[src/rtl/bd_tx_arbiter.sv]
// Round-robin arbiter sharing the downstream serializer channel among NUM_IN
// d/v/a sources, with a per-grant burst cap and a software enable mask.
module bd_tx_arbiter #(
  parameter int unsigned NUM_IN    = 4,
  parameter int unsigned NUM_BITS  = 21,
  parameter int unsigned MAX_BURST = 8
) (
  input  logic                       clk,
  input  logic                       reset,
  input  logic [NUM_IN-1:0]          in_v,
  input  logic [NUM_IN*NUM_BITS-1:0] in_d,
  output logic [NUM_IN-1:0]          in_a,
  input  logic [NUM_IN-1:0]          in_en,
  output logic                       out_v,
  output logic [NUM_BITS-1:0]        out_d,
  input  logic                       out_a,
  output logic                       grant_valid,
  output logic [$clog2(NUM_IN)-1:0]  grant_id,
  output logic                       protocol_err
);

  localparam int unsigned ID_W  = $clog2(NUM_IN);
  localparam int unsigned CNT_W = $clog2(MAX_BURST + 1);

  typedef enum logic {
    IDLE,
    GRANTED
  } state_t;

  state_t            state_q, state_d;
  logic [ID_W-1:0]   rr_ptr_q, rr_ptr_d;
  logic [ID_W-1:0]   grant_id_q, grant_id_d;
  logic [CNT_W-1:0]  burst_cnt_q, burst_cnt_d;
  logic              perr_q;

  logic [NUM_IN-1:0] req;
  logic              found;
  logic [ID_W-1:0]   pick;
  logic              g_v;
  logic [NUM_BITS-1:0] g_d;
  logic              ack;

  assign req = in_v & in_en;

  // First requester at or after rr_ptr, wrapping modulo NUM_IN.
  always_comb begin
    int unsigned idx;
    found = 1'b0;
    pick  = '0;
    idx   = 0;
    for (int unsigned k = 0; k < NUM_IN; k++) begin
      idx = (32'(rr_ptr_q) + k) % NUM_IN;
      if (!found && req[idx]) begin
        found = 1'b1;
        pick  = ID_W'(idx);
      end
    end
  end

  assign g_v = in_v[grant_id_q];
  assign g_d = in_d[32'(grant_id_q)*NUM_BITS +: NUM_BITS];

  always_comb begin
    out_v       = 1'b0;
    out_d       = '0;
    grant_valid = 1'b0;
    if (state_q == GRANTED) begin
      out_v       = g_v;
      out_d       = g_d;
      grant_valid = 1'b1;
    end
  end

  // An ack with nothing offered is a protocol error, not a consumed word.
  assign ack      = out_a & out_v;
  assign grant_id = grant_id_q;

  always_comb begin
    in_a = '0;
    if (ack) in_a[grant_id_q] = 1'b1;
  end

  always_comb begin
    state_d     = state_q;
    rr_ptr_d    = rr_ptr_q;
    grant_id_d  = grant_id_q;
    burst_cnt_d = burst_cnt_q;
    unique case (state_q)
      IDLE: begin
        if (found) begin
          grant_id_d  = pick;
          burst_cnt_d = '0;
          state_d     = GRANTED;
        end
      end
      GRANTED: begin
        if (ack && (burst_cnt_q != CNT_W'(MAX_BURST - 1))) begin
          burst_cnt_d = CNT_W'(burst_cnt_q + 1'b1);
        end else if (ack || !g_v) begin
          rr_ptr_d    = ID_W'((32'(grant_id_q) + 1) % NUM_IN);
          grant_id_d  = '0;
          burst_cnt_d = '0;
          state_d     = IDLE;
        end
      end
      default: state_d = IDLE;
    endcase
  end

  always_ff @(posedge clk or posedge reset) begin
    if (reset) begin
      state_q     <= IDLE;
      rr_ptr_q    <= '0;
      grant_id_q  <= '0;
      burst_cnt_q <= '0;
      perr_q      <= 1'b0;
    end else begin
      state_q     <= state_d;
      rr_ptr_q    <= rr_ptr_d;
      grant_id_q  <= grant_id_d;
      burst_cnt_q <= burst_cnt_d;
      if (out_a && !out_v) perr_q <= 1'b1;
    end
  end

  assign protocol_err = perr_q;

endmodule

[config.mk]
export PLATFORM = sky130hd
export DESIGN_NAME = bd_tx_arbiter
export DESIGN_NICKNAME = d
export VERILOG_FILES = /design/src/rtl/bd_tx_arbiter.sv
export SDC_FILE = /design/constraint.sdc
export NUM_CORES = 1
export LEC_CHECK = 0
export ABC_AREA = 1
export BUFFER_PORTS_ARGS = -buffer_cell sky130_fd_sc_hd__buf_2
export CORE_AREA = 8 8 72 74
export DETAILED_ROUTE_END_ITERATION = 10
export DIE_AREA = 0 0 80 82
export HOLD_SLACK_MARGIN = 0.06
export PLACE_DENSITY = 0.81
export SLEW_MARGIN = 10
export SYNTH_ARGS = -nofsm -noshare
export SYNTH_HDL_FRONTEND = slang
export SYNTH_SLANG_ARGS = --single-unit
[constraint.sdc]
create_clock -name clk -period 1.55 [get_ports clk]
set_input_delay 0.155 -clock clk [delete_from_list [all_inputs] [get_ports clk]]
set_output_delay 0.155 -clock clk [all_outputs]
set_load 0.05 [all_outputs]
==> Word-level counts from Yosys, hierarchy flattened <==
Index checks and enable logic that the tools add are counted.
{ "word_totals": {"in_bits": 95, "reg_bits": 10, "output_inout_bits": 30, "wordCells": 78} }
{ "classes": {"addsub": 5, "bitwise_logic": 4, "eq_ne": 5, "n_lt_le_gt_ge": 6, "reduce_logical": 15, "n_shift": 1, "n_mul": 1, "muxes": 36} }
{ "op_table": {"columns": ["operator", "count"], "rows": [
  ["$shiftx 84x8->21", 1],
  ["$mux 21", 1],
  ["$mux 4", 4],
  ["$lt 2x3->1 const B", 5],
  ["$mux 1", 15],
  ["$mux 2", 7],
  ["$bmux 1 s2", 5],
  ["$pmux 4 s2", 1],
  ["$mul 2x5->7 const B", 1],
  ["$logic_and 1x1->1", 6],
  ["$reduce_and 3->1", 2],
  ["$logic_not 1->1", 5],
  ["$add 2x1->2 const B", 2],
  ["$add 2x2->2 const B", 2],
  ["$add 4x1->4 const B", 1],
  ["$and 4x4->4", 1],
  ["$ne 2x2->1 const B", 2],
  ["$ne 4x3->1 const B", 1],
  ["$pmux 2 s2", 1],
  ["$ne 3x1->1 const B", 1],
  ["$demux 1 s2", 1],
  ["$ge 2x1->1 const B", 1],
  ["$ne 2x1->1 const B", 1],
  ["$not 1->1", 2],
  ["4 further kinds", 4]
]} }

==> Depth between registers and ports, before layout <==
Gate-level depths: netlist (run 1).
{ "logic_depth": {"ltp_word": 15, "mapped_depth": 12, "ltp_nobuf": 11} }

==> Worst setup path before layout (run 1) <==
No wires, ideal clock.
{ "synth_timing": {"path_kind": "reg2out", "startpoint": "register grant_id_q[0] (netlist: grant_id[0])", "endpoint": "output port in_a[0]", "path_buffers": 1, "t_required_ps": 1395, "t_arrival_ps": 2310, "slack_ps": -915, "path_stages_with_launch": 8, "path_cell_list": "dfrtp_1 > buf_4 > nand2_1 > nand3_1 > nand2_2 > nor2_4 > nand2_1 > nor2_1"} }
{ "synth_via": {"elab_chain_len": 5, "elab_cells_between_ends": 10, "cone_classes": "order compare: 2; mux: 6; bitwise: 1; reduce/logical: 1"} }
{ "synth_lines": {"columns": ["element", "line_no", "text"], "rows": [
  ["from (decl)", "32", "logic [ID_W-1:0] grant_id_q, grant_id_d;"],
  ["from (signal assigned)", "120", "grant_id_q <= grant_id_d;"],
  ["$bmux 1 s2", "60", "assign g_v = in_v[grant_id_q];"],
  ["$mux 1 (not written as such)", "60", null],
  ["$mux 1", "67", "if (state_q == GRANTED) begin"],
  ["named net out_v", "14", "output logic out_v,"],
  ["$and 1x1->1", "75", "assign ack = out_a & out_v;"],
  ["$mux 4", "80", "if (ack) in_a[grant_id_q] = 1'b1;"],
  ["to (decl)", "12", "output logic [NUM_IN-1:0] in_a,"]
]} }
The timed path passes the listed nets, and every way through them passes these cells. The select of a mux whose other input is x is not followed.

==> Final worst setup path (run 1) <==
{ "layout_timing": {"startpoint": "register grant_id_q[0] (netlist: grant_id[0])", "endpoint": "output port out_d[12]"} }
{ "layout_via": {"elab_chain_len": 3} }
{ "layout_lines": {"columns": ["element", "line_no", "text"], "rows": [
  ["$mul 2x5->7", "61", "assign g_d = in_d[32'(grant_id_q)*NUM_BITS +: NUM_BITS];"],
  ["$shiftx 84x8->21", "61", null],
  ["$mux 21", "67", null],
  ["to (decl)", "15", "output logic [NUM_BITS-1:0] out_d,"]
]} }
Every way passes these cells.

==> metrics, run 1 <==
drt first pass iters=4; commonest cells after routing, fill and taps aside=98 x buf_2, 81 x nor2_1, 32 x nand2_1; Mapped Area=1620 sq um; family with the most delay on the worst path=buffers and inverters; root buffer cell=clkbuf_8; slowest cell on the critical path=dfrtp_2; fin util=79.3%; minimum clock period=1780 ps; post-synthesis sequential area ratio=15.4%; unrepaired setup endpoints after global routing=true; core region area=4140 sq um; largest family of logic cells by synthesized area=simple AND/OR/NAND/NOR gates; Final TNS setup=-3440 ps; hold crit path type=primary input to register; period utilisation layout=115%; register area=256 sq um; FMAX=562 MHz; GRT Residual Overflow=0; total die area=6560 sq um; CP cell instances=buf_6 > buf_8 > nor2_1 > nor2_1 > o21ai_1 > a21oi_4 > buf_6; status=finished, violations left; CP Class=register to output port; Total Wirelength=8280 um; fill count=267; global-route met3 utilization=3.39%; fin worst setup slack=-229 ps; placed insts=475; CP max stage delay=450 ps; layout cells sized above 1=58.0%; syn_nets=402; area grow syn2layout=103%; worst endpoint required time=1390 ps; TritonCTS clock tree=yes; DR iter-0 viols=164; io pins=125; die width=80 um; Post-Synth Adder-Cell Area=3.86%; gate count after technology mapping=302; via count=2651; failing checks=setup timing; H-tree level count=1; Synth Area in XOR/XNOR=0.540%; Slew headroom=73.5%; CP arrival=1620 ps; nets@finish=541; dpl ws=-48.6 ps; post-synth cell types=24; vias in the first global route=2354; first-pass GRT wire length=11200 um; Port-buffer cells=124; Bufs on Longest Clock Path=2; GRT busiest layer=met2; Multi-input gate area=1730 sq um; Finished Layout Cells=492; DR vias/cell=5.39; max-slew violations=0; initial core utilization=39.1%; simple-gate portion of the synthesized area=47.6%; CP Capture Type=output port; register bit total from synthesis=10; TritonCTS Buffers=3; FP Rows=24; Die Y=82 um; # diodes=0; Post-Syn Area per Cell=5.37 sq um; Sink Count=10; Worst-Skew Late Latency=240 ps; Fin. Hold Viols=0; Final setup viols=31; Post-DP HPWL=5500 um; Compound-Gate Fraction of Synth Area=23.5%; Clock Pin Slew Worst Setup and Hold Paths=50 ps; worst-path fanout max=11; final RePlAce weighted congestion=0.882; Worst-Margin Slew=397 ps; largest net degree at the start of global routing=46; Pleak=1.60 nW; synth warn=0; Max-Cap Viols=0; overall routing resource usage=20.8%; pwr dens=2310 nW/um^2; Setup crit start kind=register; DRC Markers=0; met1 Use GR=23.5%; post-route ant nets=0; worst clock skew=8.52 ps; antenna violations before repair=0; multiplexer share of the synthesized area=0%; met2 Track Usage GR=40.2%; DR WL/cell=16.8 um; commonest non-fill, non-tap cell in the layout=buf_2; Peak VDD IR=0.00119 V; CP Buf/Inv Count=3
## registers in the layout (all words and copies together), names as in the netlist
register      count
protocol_err      1
burst_cnt_q       4
state_q           1
grant_id          2
rr_ptr_q          2
## worst register-to-register path: stages, from the launching register on
cell and delay, ps:
dfrtp_2 460, inv_4 100, nand2_2 60, nand3_2 80, nand2_2 80, nor2_4 120, buf_4 120, buf_4 110
nand3b_4 130, nand2_4 100, inv_2 50, nand2_1 70, o21ai_1 80
## metal layers
layer  up-vias  share of wire, %
li1       1270                 -
met1      1234                36
met2       132                55
met3        15               8.2
met4         0               1.5
met5         -                 0
## power breakdown
part | leakage [nW] | switching, mW | internal, mW | total (mW)
Clock | 0.0288 | 0.107 | 0.224 | 0.330
Sequential | 0.119 | 0.152 | 0.351 | 0.504
Combinational | 1.45 | 4.19 | 2.55 | 6.74
Total | 1.60 | 4.45 | 3.12 | 7.57
## per-stage QoR
step                hold slack [ps]  total power, mW  instance area [sq um]
finish                          274             7.57                   3290
global route                    297             7.95                   3290
CTS                             279             6.66                   2960
detailed placement              146             5.64                   2670
global placement                143             5.59                   2670
floorplan                     -5.02             4.52                   1940
## kinds of logic after synthesis
group                      after synthesis
AOI/OAI and AO/OA                       74
xor gates and xnor gates                 1
adders and majority gates                5
buffers and inverters                   34
DFF                                     10
and+or+nand+nor                        178
## layout make-up
type | instances | area share (%)
clock buffer | 4 | 1.68
inverter | 17 | 2.09
sequential | 10 | 7.81
multi-input combinational | 258 | 52.6
timing repair buffer | 151 | 33.9
tap | 52 | 1.98
## timing repair
action                                  CTS  global route
endpoints found under the setup margin   27            35
gates resized for setup                  97            63
endpoints found under the hold margin    10             0
hold buffers                              1             0
pin swaps                                 2            25
buffers inserted                          1             8
cloned                                    0             3
## worst paths after layout
check	from	to	slack, ps	cells past startpoint
max	grant_id[0]	out_d[12]	-230	7
min	out_a	protocol_err	270	3
max reg2reg	grant_id[0]	rr_ptr_q[1]	-130	12
min reg2reg	protocol_err	protocol_err	500	1
max in group asynchronous	reset	grant_id[1]	800	3
min in group asynchronous	reset	burst_cnt_q[0]	430	3
## synthesized netlist by cell type (all sizes together)
cell type / count / share of area, %
nand3b: 1 / 1.2
o21bai: 1 / 0.46
or2: 1 / 0.39
xor2: 1 / 0.54
clkinv: 1 / 0.23
dfrtp: 10 / 15
buf: 7 / 2.9
a31oi: 1 / 0.77
a21oi: 24 / 7.4
nand3: 24 / 8.0
o21ai: 48 / 15
nor2: 94 / 23
nand2: 56 / 14
ha: 5 / 3.9
clkbuf: 10 / 2.3
nand4: 2 / 0.77
inv: 16 / 3.7
Power figures use the tool's default switching activity.
==> run 2: changes to the inputs <==
- clock period: 1.55 -> 1.7 ns (I/O delays scaled with it)
==> run 2 against run 1 <==
The run still ends with setup timing left. Die area is the same. Sequential power shrank 11%. Critical path depth shrank 1. Non-clock buffer count shrank 10. Power shrank 22%. Clock skew shrank 2.5 ps. Final cell count shrank 2.0%. Clock-buffer cell count is the same. Utilization shrank 9.6 points. Largest cell class unchanged.
==> metrics, run 2 (synthesis gave the netlist of run 1 again) <==
power consumption=5.93 mW; Die Y=82 um; first-pass GRT wire length=11500 um; Biggest register=burst_cnt_q; vias in the first global route=2469; final RePlAce weighted congestion=0.925; net load switching power=3.66 mW; worst endpoint required time=1530 ps; FMAX=578 MHz; TritonCTS clock tree=yes; failing checks=setup timing; max-slew violations=0; worst clock skew=6.04 ps; sw frac=61.7%; die width=80 um; Min Hold Slack=275 ps; CP arrival=1560 ps; Fin. Hold Viols=0; Post-DP HPWL=5660 um; commonest non-fill, non-tap cell in the layout=buf_2; antenna violations before repair=0; Final setup viols=9; CP cell instances=buf_4 > nor2_1 > nor2_1 > o21ai_1 > a21oi_4 > buf_4; commonest cells after routing, fill and taps aside=98 x buf_2, 87 x nor2_1, 47 x nand2_1; worst-path fanout max=14; met1 Use GR=23.0%; Comb pwr share=87.2%; met2 Track Usage GR=40.5%; H-tree level count=1; DRC Markers=0; Worst-Margin Slew=408 ps; CP max stage delay=440 ps; nets@finish=531; status=finished, violations left; Setup crit start kind=register; Port-buffer cells=124; pwr dens=2050 nW/um^2; Max-Cap Viols=0; max FFs per register=4; Worst Reg-to-Reg Cells=11; initial core utilization=39.1%; reg-to-reg startpoint=grant_id[0]; Peak VDD IR=0.000980 V; global-route met3 utilization=4.92%; largest net degree at the start of global routing=23; TritonCTS Buffers=3; via count=2506; unrepaired setup endpoints after global routing=true; FP Rows=24; DR vias/cell=5.20; Bufs on Longest Clock Path=2; area grow syn2layout=78.2%; Total Wirelength=7280 um; # diodes=0; Pleak=1.46 nW; io pins=125; DR iter-0 viols=123; drt first pass iters=4; minimum clock period=1730 ps; total die area=6560 sq um; fin worst setup slack=-29.5 ps; CP Capture Type=output port; period utilisation layout=102%; slowest cell on the critical path=dfrtp_2; Reg power frac=7.6%; Crit. Startpoint=grant_id[0]; DR WL/cell=15.1 um; post-route ant nets=0; Worst-Skew Late Latency=240 ps; CP Class=register to output port; root buffer cell=clkbuf_8; worst r2r dst=rr_ptr_q[1]; Slew headroom=72.8%; Clk pwr share=5.2%; P_int=2.27 mW; Sink Count=10; hold crit path type=primary input to register; layout cells sized above 1=49.5%; core region area=4140 sq um; R2R Setup Slk=130 ps; overall routing resource usage=21.6%; GRT busiest layer=met2; Clock Pin Slew Worst Setup and Hold Paths=50 ps; GRT Residual Overflow=0; critical path endpoint=out_d[4]
==> run 2: cell types whose count changed in the layout (fill, tap and decap cells not counted), moves of 6 or more <==
cell     change
nand2_4     -10
o21ai_2      -6
buf_6       -17
buf_4       +17
nor2_1       +6
nand2_1     +15
o21ai_1      +6
==> run 2: repair_timing <==
| item | CTS | global route |
|---|---|---|
| resized for setup | 91 | 5 |
| cloned | 0 | 0 |
| pin swaps | 1 | 0 |
| hold buffers | 1 | 0 |
| endpoints found under the setup margin | 26 | 29 |
| hold endpoints to repair | 10 | 0 |
| buffers inserted | 3 | 0 |
==> run 2: critical path: cells and delay by family (launching register included) <==
family,cells,cell delay [ps]
compound gates,2,270
buf+inv,2,440
flops,1,440
simple gates,2,170
==> run 2: power by group through the flow <==
stage / logic, mW / clock network (mW) / registers [mW]
after global routing: 5.54 / 0.324 / 0.465
after global placement: 4.57 / 0 / 0.450
after floorplan: 3.58 / 0 / 0.500
final: 5.17 / 0.311 / 0.448
after CTS: 5.12 / 0.313 / 0.444
after detailed placement: 4.63 / 0 / 0.458
==> run 2: layout make-up <==
class / count / area (sq um)
repair buffers: 141 / 882
flip-flops and latches: 10 / 255
multi-input cells: 258 / 1570
clock buffers: 4 / 55.1
well taps: 52 / 65.1
fillers: 345 / 1250
inverters: 17 / 65.1
==> run 2: worst min path at each step <==
stage                     startpoint              to  slack (ps)  cells past startpoint
after detailed placement       reset     rr_ptr_q[1]         170                      2
after global placement         reset  burst_cnt_q[1]         170                      2
after floorplan                reset  burst_cnt_q[0]          10                      1
final                          out_a    protocol_err         270                      3
after CTS                      out_a    protocol_err         280                      3
after global routing           out_a    protocol_err         310                      3
==> run 2: through the flow <==
stage / cell area [sq um] / util (%) / TNS [ps] / cells / setup slack (ps)
floorplan: 1920 / - / -938 / 302 / -213
global placement: 2640 / 63.6 / 0 / 474 / 111
detailed placement: 2640 / 63.6 / 0 / 474 / 22.5
CTS: 2870 / 69.3 / -15.8 / 482 / -15.8
global route: 2890 / 69.7 / -1940 / 482 / -106
finish: 2890 / 69.7 / -81.6 / 482 / -29.5
==> run 2: routing by layer <==
metal / share of wire, % / vias to the layer above / wire length (um)
met3: 8.7 / 16 / 631
met4: 2.3 / 0 / 165
met5: 0 / - / 0
met1: 37 / 1144 / 2690
met2: 52 / 104 / 3790
li1: - / 1242 / -
